File: config.mk
export PLATFORM = sky130hd
export DESIGN_NAME = mem_port_arbiter_flat
export DESIGN_NICKNAME = d
export VERILOG_FILES = /design/src/rtl/mem_port_if.sv /design/src/rtl/mem_port_arbiter.sv /design/src/flat_wrapper.sv
export SDC_FILE = /design/constraint.sdc
export NUM_CORES = 1
export LEC_CHECK = 0
export CAP_MARGIN = 20
export CELL_PAD_IN_SITES_DETAIL_PLACEMENT = 1
export CELL_PAD_IN_SITES_GLOBAL_PLACEMENT = 2
export CORE_MARGIN = 5
export CORE_UTILIZATION = 22
export CTS_CLUSTER_SIZE = 25
export DETAILED_ROUTE_END_ITERATION = 12
export HOLD_SLACK_MARGIN = 0.05
export PLACE_DENSITY_LB_ADDON = 0.1
export SKIP_LAST_GASP = 1
export SLEW_MARGIN = 10
export SYNTH_ARGS = -nofsm -noshare
export SYNTH_HDL_FRONTEND = slang
export SYNTH_SLANG_ARGS = --single-unit
File: constraint.sdc
create_clock -name clock -period 2.3 [get_ports clock]
set_input_delay 0.345 -clock clock [delete_from_list [all_inputs] [get_ports clock]]
set_output_delay 0.345 -clock clock [all_outputs]
set_load 0.03 [all_outputs]
File: src/rtl/mem_port_if.sv
// Bundles the fetch, data and memory-side signals of the shared memory port.
// The arbiter takes the slave view; the CPU and memory together form the master side.
interface mem_port_if #(
   parameter int ADDR_W = 32,
   parameter int DATA_W = 32
);
   logic              if_req;
   logic [ADDR_W-1:0] if_addr;
   logic [DATA_W-1:0] if_rdata;
   logic              if_ack;
   logic              d_req;
   logic              d_we;
   logic [ADDR_W-1:0] d_addr;
   logic [DATA_W-1:0] d_wdata;
   logic [DATA_W-1:0] d_rdata;
   logic              d_ack;
   logic              err;
   logic              mem_en;
   logic              mem_we;
   logic [ADDR_W-1:0] mem_addr;
   logic [DATA_W-1:0] mem_wdata;
   logic [DATA_W-1:0] mem_rdata;
   logic              mem_ready;
   logic              busy;

   modport slave (
      input  if_req, if_addr, d_req, d_we, d_addr, d_wdata, mem_rdata, mem_ready,
      output if_rdata, if_ack, d_rdata, d_ack, err, mem_en, mem_we, mem_addr, mem_wdata, busy
   );

   modport master (
      output if_req, if_addr, d_req, d_we, d_addr, d_wdata, mem_rdata, mem_ready,
      input  if_rdata, if_ack, d_rdata, d_ack, err, mem_en, mem_we, mem_addr, mem_wdata, busy
   );
endinterface

File: src/rtl/mem_port_arbiter.sv
// Shares one single-ported memory between instruction fetch and load/store traffic.
// One access at a time, data side first, registered outputs, timeout reported as an error ack.
module mem_port_arbiter #(
   parameter int ADDR_W  = 32,
   parameter int DATA_W  = 32,
   parameter int TIMEOUT = 16
) (
   input  logic      clock,
   input  logic      reset,
   mem_port_if.slave bus
);
   localparam int CNT_W = $clog2(TIMEOUT + 1);

   typedef enum logic [1:0] {
      IDLE   = 2'd0,
      BUSY_I = 2'd1,
      BUSY_D = 2'd2
   } state_t;

   state_t            state_r;
   state_t            state_s;
   logic [CNT_W-1:0]  cnt_r;
   logic [CNT_W-1:0]  cnt_s;
   logic [DATA_W-1:0] if_rdata_r;
   logic [DATA_W-1:0] if_rdata_s;
   logic [DATA_W-1:0] d_rdata_r;
   logic [DATA_W-1:0] d_rdata_s;
   logic              if_ack_r;
   logic              if_ack_s;
   logic              d_ack_r;
   logic              d_ack_s;
   logic              err_r;
   logic              err_s;
   logic              mem_en_r;
   logic              mem_en_s;
   logic              mem_we_r;
   logic              mem_we_s;
   logic [ADDR_W-1:0] mem_addr_r;
   logic [ADDR_W-1:0] mem_addr_s;
   logic [DATA_W-1:0] mem_wdata_r;
   logic [DATA_W-1:0] mem_wdata_s;
   logic              busy_r;
   logic              timeout_s;

   // The edge on which the counter would reach TIMEOUT is the one that gives up.
   assign timeout_s = (cnt_r == CNT_W'(TIMEOUT - 1));

   // State register.
   always_ff @(posedge clock) begin
      if (reset) begin
         state_r <= IDLE;
      end else begin
         state_r <= state_s;
      end
   end

   // Next-state, wait counter and next values of every registered output.
   always_comb begin
      state_s     = state_r;
      cnt_s       = cnt_r;
      if_rdata_s  = if_rdata_r;
      d_rdata_s   = d_rdata_r;
      if_ack_s    = 1'b0;
      d_ack_s     = 1'b0;
      err_s       = 1'b0;
      mem_en_s    = mem_en_r;
      mem_we_s    = mem_we_r;
      mem_addr_s  = mem_addr_r;
      mem_wdata_s = mem_wdata_r;
      case (state_r)
         IDLE: begin
            if (bus.d_req) begin
               mem_addr_s  = bus.d_addr;
               mem_we_s    = bus.d_we;
               mem_wdata_s = bus.d_wdata;
               mem_en_s    = 1'b1;
               cnt_s       = '0;
               state_s     = BUSY_D;
            end else if (bus.if_req) begin
               mem_addr_s = bus.if_addr;
               mem_we_s   = 1'b0;
               mem_en_s   = 1'b1;
               cnt_s      = '0;
               state_s    = BUSY_I;
            end else begin
               state_s = IDLE;
            end
         end
         BUSY_I: begin
            if (bus.mem_ready) begin
               if_rdata_s = bus.mem_rdata;
               if_ack_s   = 1'b1;
               mem_en_s   = 1'b0;
               mem_we_s   = 1'b0;
               state_s    = IDLE;
            end else if (timeout_s) begin
               if_rdata_s = '0;
               if_ack_s   = 1'b1;
               err_s      = 1'b1;
               mem_en_s   = 1'b0;
               mem_we_s   = 1'b0;
               state_s    = IDLE;
            end else begin
               cnt_s = cnt_r + CNT_W'(1);
            end
         end
         BUSY_D: begin
            if (bus.mem_ready) begin
               // A store leaves the last load result visible.
               if (!mem_we_r) begin
                  d_rdata_s = bus.mem_rdata;
               end else begin
                  d_rdata_s = d_rdata_r;
               end
               d_ack_s  = 1'b1;
               mem_en_s = 1'b0;
               mem_we_s = 1'b0;
               state_s  = IDLE;
            end else if (timeout_s) begin
               d_rdata_s = '0;
               d_ack_s   = 1'b1;
               err_s     = 1'b1;
               mem_en_s  = 1'b0;
               mem_we_s  = 1'b0;
               state_s   = IDLE;
            end else begin
               cnt_s = cnt_r + CNT_W'(1);
            end
         end
         default: begin
            mem_en_s = 1'b0;
            mem_we_s = 1'b0;
            state_s  = IDLE;
         end
      endcase
   end

   // Output and counter registers; reset aborts any access without an ack.
   always_ff @(posedge clock) begin
      if (reset) begin
         cnt_r       <= '0;
         if_rdata_r  <= '0;
         d_rdata_r   <= '0;
         if_ack_r    <= 1'b0;
         d_ack_r     <= 1'b0;
         err_r       <= 1'b0;
         mem_en_r    <= 1'b0;
         mem_we_r    <= 1'b0;
         mem_addr_r  <= '0;
         mem_wdata_r <= '0;
         busy_r      <= 1'b0;
      end else begin
         cnt_r       <= cnt_s;
         if_rdata_r  <= if_rdata_s;
         d_rdata_r   <= d_rdata_s;
         if_ack_r    <= if_ack_s;
         d_ack_r     <= d_ack_s;
         err_r       <= err_s;
         mem_en_r    <= mem_en_s;
         mem_we_r    <= mem_we_s;
         mem_addr_r  <= mem_addr_s;
         mem_wdata_r <= mem_wdata_s;
         busy_r      <= (state_s != IDLE);
      end
   end

   assign bus.if_rdata  = if_rdata_r;
   assign bus.if_ack    = if_ack_r;
   assign bus.d_rdata   = d_rdata_r;
   assign bus.d_ack     = d_ack_r;
   assign bus.err       = err_r;
   assign bus.mem_en    = mem_en_r;
   assign bus.mem_we    = mem_we_r;
   assign bus.mem_addr  = mem_addr_r;
   assign bus.mem_wdata = mem_wdata_r;
   assign bus.busy      = busy_r;
endmodule

File: src/flat_wrapper.sv
// flat-port wrapper written by rule: the top's interface ports become plain ports
module mem_port_arbiter_flat 
#(
   parameter int ADDR_W  = 32,
   parameter int DATA_W  = 32,
   parameter int TIMEOUT = 16
)
  (clock, reset, bus_if_req, bus_if_addr, bus_d_req, bus_d_we, bus_d_addr, bus_d_wdata, bus_mem_rdata, bus_mem_ready, bus_if_rdata, bus_if_ack, bus_d_rdata, bus_d_ack, bus_err, bus_mem_en, bus_mem_we, bus_mem_addr, bus_mem_wdata, bus_busy);
  mem_port_if #(.ADDR_W(ADDR_W), .DATA_W(DATA_W)) bus_i ();
  input  logic clock;
  input  logic reset;
  input wire logic [$bits(bus_i.if_req)-1:0] bus_if_req;
  input wire logic [$bits(bus_i.if_addr)-1:0] bus_if_addr;
  input wire logic [$bits(bus_i.d_req)-1:0] bus_d_req;
  input wire logic [$bits(bus_i.d_we)-1:0] bus_d_we;
  input wire logic [$bits(bus_i.d_addr)-1:0] bus_d_addr;
  input wire logic [$bits(bus_i.d_wdata)-1:0] bus_d_wdata;
  input wire logic [$bits(bus_i.mem_rdata)-1:0] bus_mem_rdata;
  input wire logic [$bits(bus_i.mem_ready)-1:0] bus_mem_ready;
  output wire logic [$bits(bus_i.if_rdata)-1:0] bus_if_rdata;
  output wire logic [$bits(bus_i.if_ack)-1:0] bus_if_ack;
  output wire logic [$bits(bus_i.d_rdata)-1:0] bus_d_rdata;
  output wire logic [$bits(bus_i.d_ack)-1:0] bus_d_ack;
  output wire logic [$bits(bus_i.err)-1:0] bus_err;
  output wire logic [$bits(bus_i.mem_en)-1:0] bus_mem_en;
  output wire logic [$bits(bus_i.mem_we)-1:0] bus_mem_we;
  output wire logic [$bits(bus_i.mem_addr)-1:0] bus_mem_addr;
  output wire logic [$bits(bus_i.mem_wdata)-1:0] bus_mem_wdata;
  output wire logic [$bits(bus_i.busy)-1:0] bus_busy;
  assign bus_i.if_req = bus_if_req;
  assign bus_i.if_addr = bus_if_addr;
  assign bus_i.d_req = bus_d_req;
  assign bus_i.d_we = bus_d_we;
  assign bus_i.d_addr = bus_d_addr;
  assign bus_i.d_wdata = bus_d_wdata;
  assign bus_i.mem_rdata = bus_mem_rdata;
  assign bus_i.mem_ready = bus_mem_ready;
  assign bus_if_rdata = bus_i.if_rdata;
  assign bus_if_ack = bus_i.if_ack;
  assign bus_d_rdata = bus_i.d_rdata;
  assign bus_d_ack = bus_i.d_ack;
  assign bus_err = bus_i.err;
  assign bus_mem_en = bus_i.mem_en;
  assign bus_mem_we = bus_i.mem_we;
  assign bus_mem_addr = bus_i.mem_addr;
  assign bus_mem_wdata = bus_i.mem_wdata;
  assign bus_busy = bus_i.busy;
  mem_port_arbiter #(.ADDR_W(ADDR_W), .DATA_W(DATA_W), .TIMEOUT(TIMEOUT)) u_core (.clock(clock), .reset(reset), .bus(bus_i));
endmodule
==> impl_metrics.toml <==
[worst_hold_path]
hold_class = "input pin to flip-flop"

[logic_synthesis]
ys_types = 33
synth_area_sq_um = 5230
yosys_register_bits = 141
synth_flop_cell = "dfxtp_1"
syn_nets = 710
ys_seq_area_share_pct = 53.9
avgSynthCellArea_sq_um = 9.18
yosysWarnings = 0
synth_cells = 570
synth_edf_count = 0
async_reset_ff_share_pct = 0

[clock_network]
cts_setup_buffers = 0
clk_latency_ns = 0.42
cts_tree = "done"
ctsResizeCount = 0
htree_num_levels = 4
cts_root_buf = "clkbuf_16"
cts_buffers = 17
cts.sinks = 141
cts.reportedPaths.clkPinSlew_ns = 0.06
postCtsHoldBufs = 0
clk_path_buf_depth = 2

[power]
power_frac_comb_pct = 18.1
power.share.clock_pct = 42.7
p_switching_mw = 1.96
p_leak_nw = 3.29
p_sw_share_pct = 28.9
power_mw = 6.77
peakVddDrop_mv = 0.378
p_int_mw = 4.81
power-per-cell-area_nw_per_um2 = 767
p_seq_share_pct = 39.2

[global_route]
first_global_vias = 5507
grt_pass1_wl_microns = 30200
grt-ovfl-total = 0
track_usage_pct = 14.2
antenna_found_initial = 0
grt_max_degree = 67

[timing]
slew_viol_final = 0
finalWorstPathRequiredPeriod_ns = 2.07
setup_violations = 0
max-slew-margin-rel_pct = 64.3
rsz0062_at_grt = "no"
worst_pin_slew_ns = 0.535
final.period_utilization_pct = 90.1
max_freq_mhz = 482
finClkSkew_ns = 0.0168
report.final.hold_viol_count = 0
fin_tns_setup_ns = 0

[floorplanning]
coreArea_sq_um = 23500
io_pins = 268
die_area_sq_um = 27000
die_height_microns = 164
fp.dieW_microns = 164
fp-row-count = 56
start_util_pct = 22.3

[layout]
drive_above_1_share_pct = 6.02
stdcell_count = 1150
num_antenna_cells = 0
areaGrowthSynthToFinish_pct = 68.5
utilization_pct = 37.6
fin_area_sq_um = 8820
fin_nets = 958

[drt]
vias_per_cell = 4.38
routedWlPerCell_microns = 17.0
routed_wl_microns = 19600
vias = 5038
postRouteAntennaNets = 0
drt_pre_antenna_iters = 4
drt_iter0_markers = 187
drc = 0

[critical_path]
cpPeakStageDelay_ns = 0.36
cp_max_fo = 6
cp.required_ns = 2.64
worstSetupEndpointType = "flip-flop"
crit_path_start_kind = "flip-flop"
rr_worst_depth = 7
critPathKind = "flip-flop to flip-flop"
cp_slowest_cell = "and2_0"
r2r_slack_ns = 0.23
cp.arrival_ns = 2.41
r2r-end = "u_core.cnt_r[3]"
crit_family = "simple AND/OR/NAND/NOR gates"
critical_path.endpoint = "u_core.cnt_r[3]"
cp.buffers_inverters = 0
path_depth = 7
crit_start = "u_core.cnt_r[0]"
timing.rr.start = "u_core.cnt_r[0]"
path_cells = "ha_1 -> and3_1 -> ha_1 -> nor3b_2 -> and2_0 -> nand3_1 -> a31oi_1"
cpMostUsedCell = "ha_1"

[placed_design]
dpl.cell_count = 1118
io_buffer_count = 267
place.gp.congestion = 0.749
placed_cell_area_sq_um = 8200
hpwlAfterDp_microns = 14400

[status]
status = "finished clean"

[run]
cap_violations = 0
-- tightest hold or removal path: stages --
cell	delay [ns]
buf_2	0.13
nand4_1	0.09
a21oi_1	0.06
-- cell usage after synthesis, types with 2 or more instances --
cell	instances	area share, %
a211oi_1	32	4.6
a21oi_1	36	3.4
a22oi_1	67	9.6
and2_1	3	0.36
buf_1	2	0.14
buf_2	21	2.0
buf_4	2	0.29
clkbuf_1	22	1.6
dfxtp_1	141	54
ha_1	6	1.4
inv_1	5	0.36
mux2i_1	33	6.3
nand2_1	70	5.0
nand3_1	2	0.19
nor2_1	102	7.3
nor2b_1	4	0.48
nor3_1	3	0.29
nor3b_1	2	0.29
o21ai_0	2	0.19
o21ai_1	2	0.19
-- power by group through the flow --
stage,registers [mW],clock network [mW],logic [mW]
3_3_place_gp,2.70,0,1.23
5_1_grt,2.67,3.11,1.32
2_1_floorplan,2.96,0,0.358
6_report,2.65,2.89,1.23
3_5_place_dp,2.71,0,1.24
4_1_cts,2.65,2.99,1.25
-- layout by cell type (no fill, tap or decap) --
cell type | synthesis | routed
nor3b_2 | 1 | 1
nor2b_1 | 4 | 4
and3_1 | 1 | 1
buf_12 | 0 | 3
clkbuf_16 | 0 | 17
nand4_1 | 1 | 1
ha_1 | 6 | 6
mux2i_1 | 33 | 33
bufinv_16 | 0 | 2
inv_8 | 0 | 5
nand3_1 | 2 | 2
nor3_1 | 3 | 3
buf_2 | 21 | 1
o21ai_2 | 0 | 2
nand2_1 | 70 | 70
or3b_2 | 1 | 1
or3b_1 | 1 | 1
a22oi_1 | 67 | 67
a31oi_1 | 1 | 1
o21a_2 | 0 | 1
a21oi_1 | 36 | 36
clkinv_8 | 0 | 1
clkinv_4 | 0 | 2
and2_1 | 3 | 3
o21ai_0 | 2 | 2
and3b_1 | 1 | 1
dfxtp_1 | 141 | 141
nand3b_1 | 1 | 1
a32oi_1 | 1 | 1
and2_0 | 1 | 1
a211oi_1 | 32 | 32
nor3b_1 | 2 | 2
inv_1 | 5 | 5
clkdlybuf4s50_1 | 0 | 265
inv_6 | 0 | 5
buf_4 | 2 | 9
nor2_1 | 102 | 102
-- flip-flops by register name (all words and copies together), names as in the netlist --
register,cells
u_core.bus.busy,1
u_core.bus.d_ack,1
u_core.bus.d_rdata,32
u_core.bus.err,1
u_core.bus.if_ack,1
u_core.bus.if_rdata,32
u_core.bus.mem_addr,32
u_core.bus.mem_en,1
u_core.bus.mem_wdata,32
u_core.bus.mem_we,1
u_core.cnt_r,5
u_core.state_r,2
-- final cells by class --
class / instances / area (sq um)
fillers: 2640 / 14700
flip-flops and latches: 141 / 2820
repair buffers: 278 / 2790
multi-input cells: 375 / 2170
clock buffers: 17 / 425
well taps: 319 / 399
clock inverters: 15 / 194
inverters: 5 / 18.8
-- stage by stage --
step | setup slack [ns] | hold slack [ns]
after floorplan | 0.544 | 0.465
after global placement | 0.373 | 0.442
after detailed placement | 0.233 | 0.447
after CTS | 0.225 | 0.256
after global routing | 0.0733 | 0.285
final | 0.227 | 0.274
-- cells by family after synthesis --
kind of cell | after synthesis | synth area share, %
DFF | 141 | 53.9
AOI/OAI and AO/OA | 142 | 18.5
and+or+nand+nor | 194 | 15.2
adders and majority gates | 6 | 1.43
buffers and inverters | 54 | 4.69
muxes | 33 | 6.31
-- per-layer routing --
metal	track usage (%)	wire [microns]
met5	0	0
met4	4.19	311
met3	5.85	1690
met2	24.9	9830
met1	15.8	7740
-- how the worst min path moves through the flow --
| stage | to | slack (ns) | depth (start not counted) | from |
|---|---|---|---|---|
| after CTS | u_core.bus.mem_we | 0.26 | 3 | bus_d_req |
| after detailed placement | u_core.bus.mem_wdata[30] | 0.45 | 2 | u_core.bus.mem_wdata[30] |
| after floorplan | u_core.cnt_r[4] | 0.47 | 2 | u_core.cnt_r[4] |
| after global routing | u_core.bus.mem_we | 0.28 | 3 | bus_d_req |
| after global placement | u_core.bus.mem_wdata[14] | 0.44 | 2 | u_core.bus.mem_wdata[14] |
| final | u_core.bus.mem_we | 0.27 | 3 | bus_d_req |
Power figures use the tool's default switching activity.
==> RTL change (same settings) <==
`TIMEOUT` is set to 16 in 2 places; all go to 8.
--- a/src/rtl/mem_port_arbiter.sv
+++ b/src/rtl/mem_port_arbiter.sv
@@ -3,7 +3,7 @@
 module mem_port_arbiter #(
    parameter int ADDR_W  = 32,
    parameter int DATA_W  = 32,
-   parameter int TIMEOUT = 16
+   parameter int TIMEOUT = 8
 ) (
    input  logic      clock,
    input  logic      reset,
--- a/src/flat_wrapper.sv
+++ b/src/flat_wrapper.sv
@@ -3,7 +3,7 @@
 #(
    parameter int ADDR_W  = 32,
    parameter int DATA_W  = 32,
-   parameter int TIMEOUT = 16
+   parameter int TIMEOUT = 8
 )
   (clock, reset, bus_if_req, bus_if_addr, bus_d_req, bus_d_we, bus_d_addr, bus_d_wdata, bus_mem_rdata, bus_mem_ready, bus_if_rdata, bus_if_ack, bus_d_rdata, bus_d_ack, bus_err, bus_mem_en, bus_mem_we, bus_mem_addr, bus_mem_wdata, bus_busy);
   mem_port_if #(.ADDR_W(ADDR_W), .DATA_W(DATA_W)) bus_i ();
Function: no difference found for any inputs over 4 cycles, from zero or initial values and one cycle with reset high; that may be too few to reach the edited logic, so the function may still have changed.
==> RTL change against the unedited design <==
  * Non-clock buffer count is 6 higher
  * Core utilization shrank 1.3 points
  * Cell area rose by 3.3%
  * Worst setup slack improved by 0.20 ns
  * Sequential cell count fell by 1
  * First-iteration DRC count fell by 33%
  * Routed wire length increased by 3.9%
  * Total power decreased by 1.5%
  * Via count increased by 8.5%
  * Clock skew shrank 0.0099 ns
  * Area after synthesis rose by 6.6%
  * Critical endpoint unchanged
==> RTL change: results <==
group,metric,value,unit
grt,grt_pass1_wl,31.4,mm
critical_path,critPathLaunch,"u_core.state_r[0]$_SDFF_PP0_",
drt,wl_per_cell,17.0,um
synthesis,muxShareOfSynthArea,5.92,%
grt,grt_pass1_vias,5576,
layout,num-nonclk-buffers,284,
drt,first_pass_iters,4,
drt,wirelength_met1,8.61,mm
layout,fill_cells,2851,
synthesis,ys_ff_latch,140,
grt,grt_usage,13.8,%
critical_path,reg2reg_slack,0.43,ns
timing,relSlewSlack,58.4,%
synthesis,synth_top_family_by_area,"compound AO/OA/AOI/OAI gates",
layout,buffer_area_share,30.9,%
critical_path,rr_worst_depth,5,
synthesis,synthAdderAreaFrac,1.12,%
synthesis,synth-xor-area-share,0,%
critical_path,arrival,2.17,ns
layout,drive_gt1_share,6.68,%
synthesis,synth_top_flop_cell,"dfxtp_1",
outcome,status,"completed",
clocking,clock_latency,0.41,ns
power,p_leak,3.34,nW
drt,viasPerCell,4.56,
layout,clockBufferCount,19,
timing,fin_skew,0.00689,ns
hold_path,hold_depth,2,
drt,dr_wl_met3,1.65,mm
power,peakVddDrop,331,uV
synthesis,synth.top_cells.by_count,"dfxtp_1, a21oi_1, nand2_1",
critical_path,cp_slowest_stage_delay,0.42,ns
synthesis,synth_area_leaders,"dfxtp_1, a21oi_1, mux2i_1",
drt,highest_layer,"met5",
layout,final-clk-cell-share,6.23,%
layout,seqCellArea,2800,sq um
critical_path,crit_slowest_cell,"dfxtp_1",
hold_path,hp-start,"reset",
synthesis,synthDistinctLibCells,43,
grt,grt_max_degree,65,
grt,antenna_found_initial,2,
layout,multi_input_area,2490,sq um
placed_design,routabilityCongestion,0.759,
grt,grt.met1_usage,16.7,%
hold_path,hold_end,"u_core.bus.mem_wdata[3]$_SDFFE_PP0P_",
drt,initialDrtViolationCount,125,
synthesis,synthesis.nets,747,
synthesis,synth_compound_area_share,20.8,%
layout,num-multi-input-gates,407,
synthesis,seq_area_frac_synth,50.2,%
grt,met3_usage,5.19,%
==> RTL change: changes by cell type after synthesis, moves of 29 or more <==
cell / before / now
a32o_1: 0 / 32
nor2b_1: 4 / 33
a21oi_1: 36 / 97
nand3_1: 2 / 34
a22oi_1: 67 / 0
nor2_1: 102 / 34
==> RTL change: through the flow <==
stage / total power [mW] / cells / instance area, sq um / setup slack (ns) / hold WS, ns
2_1_floorplan: 3.41 / 608 / 5580 / 0.656 / 0.471
3_3_place_gp: 4.07 / 1166 / 8540 / 0.383 / 0.442
3_5_place_dp: 4.10 / 1166 / 8540 / 0.306 / 0.451
4_1_cts: 6.82 / 1198 / 9110 / 0.394 / 0.344
5_1_grt: 7.02 / 1198 / 9110 / 0.324 / 0.360
6_report: 6.67 / 1198 / 9110 / 0.427 / 0.366
==> RTL change: report_power, final <==
part	leakage [nW]	total, mW	internal, mW	switching, mW
clock network	0.272	2.64	1.55	1.09
registers	1.15	2.67	2.58	0.0862
logic	1.92	1.36	0.623	0.739
total	3.34	6.67	4.75	1.92
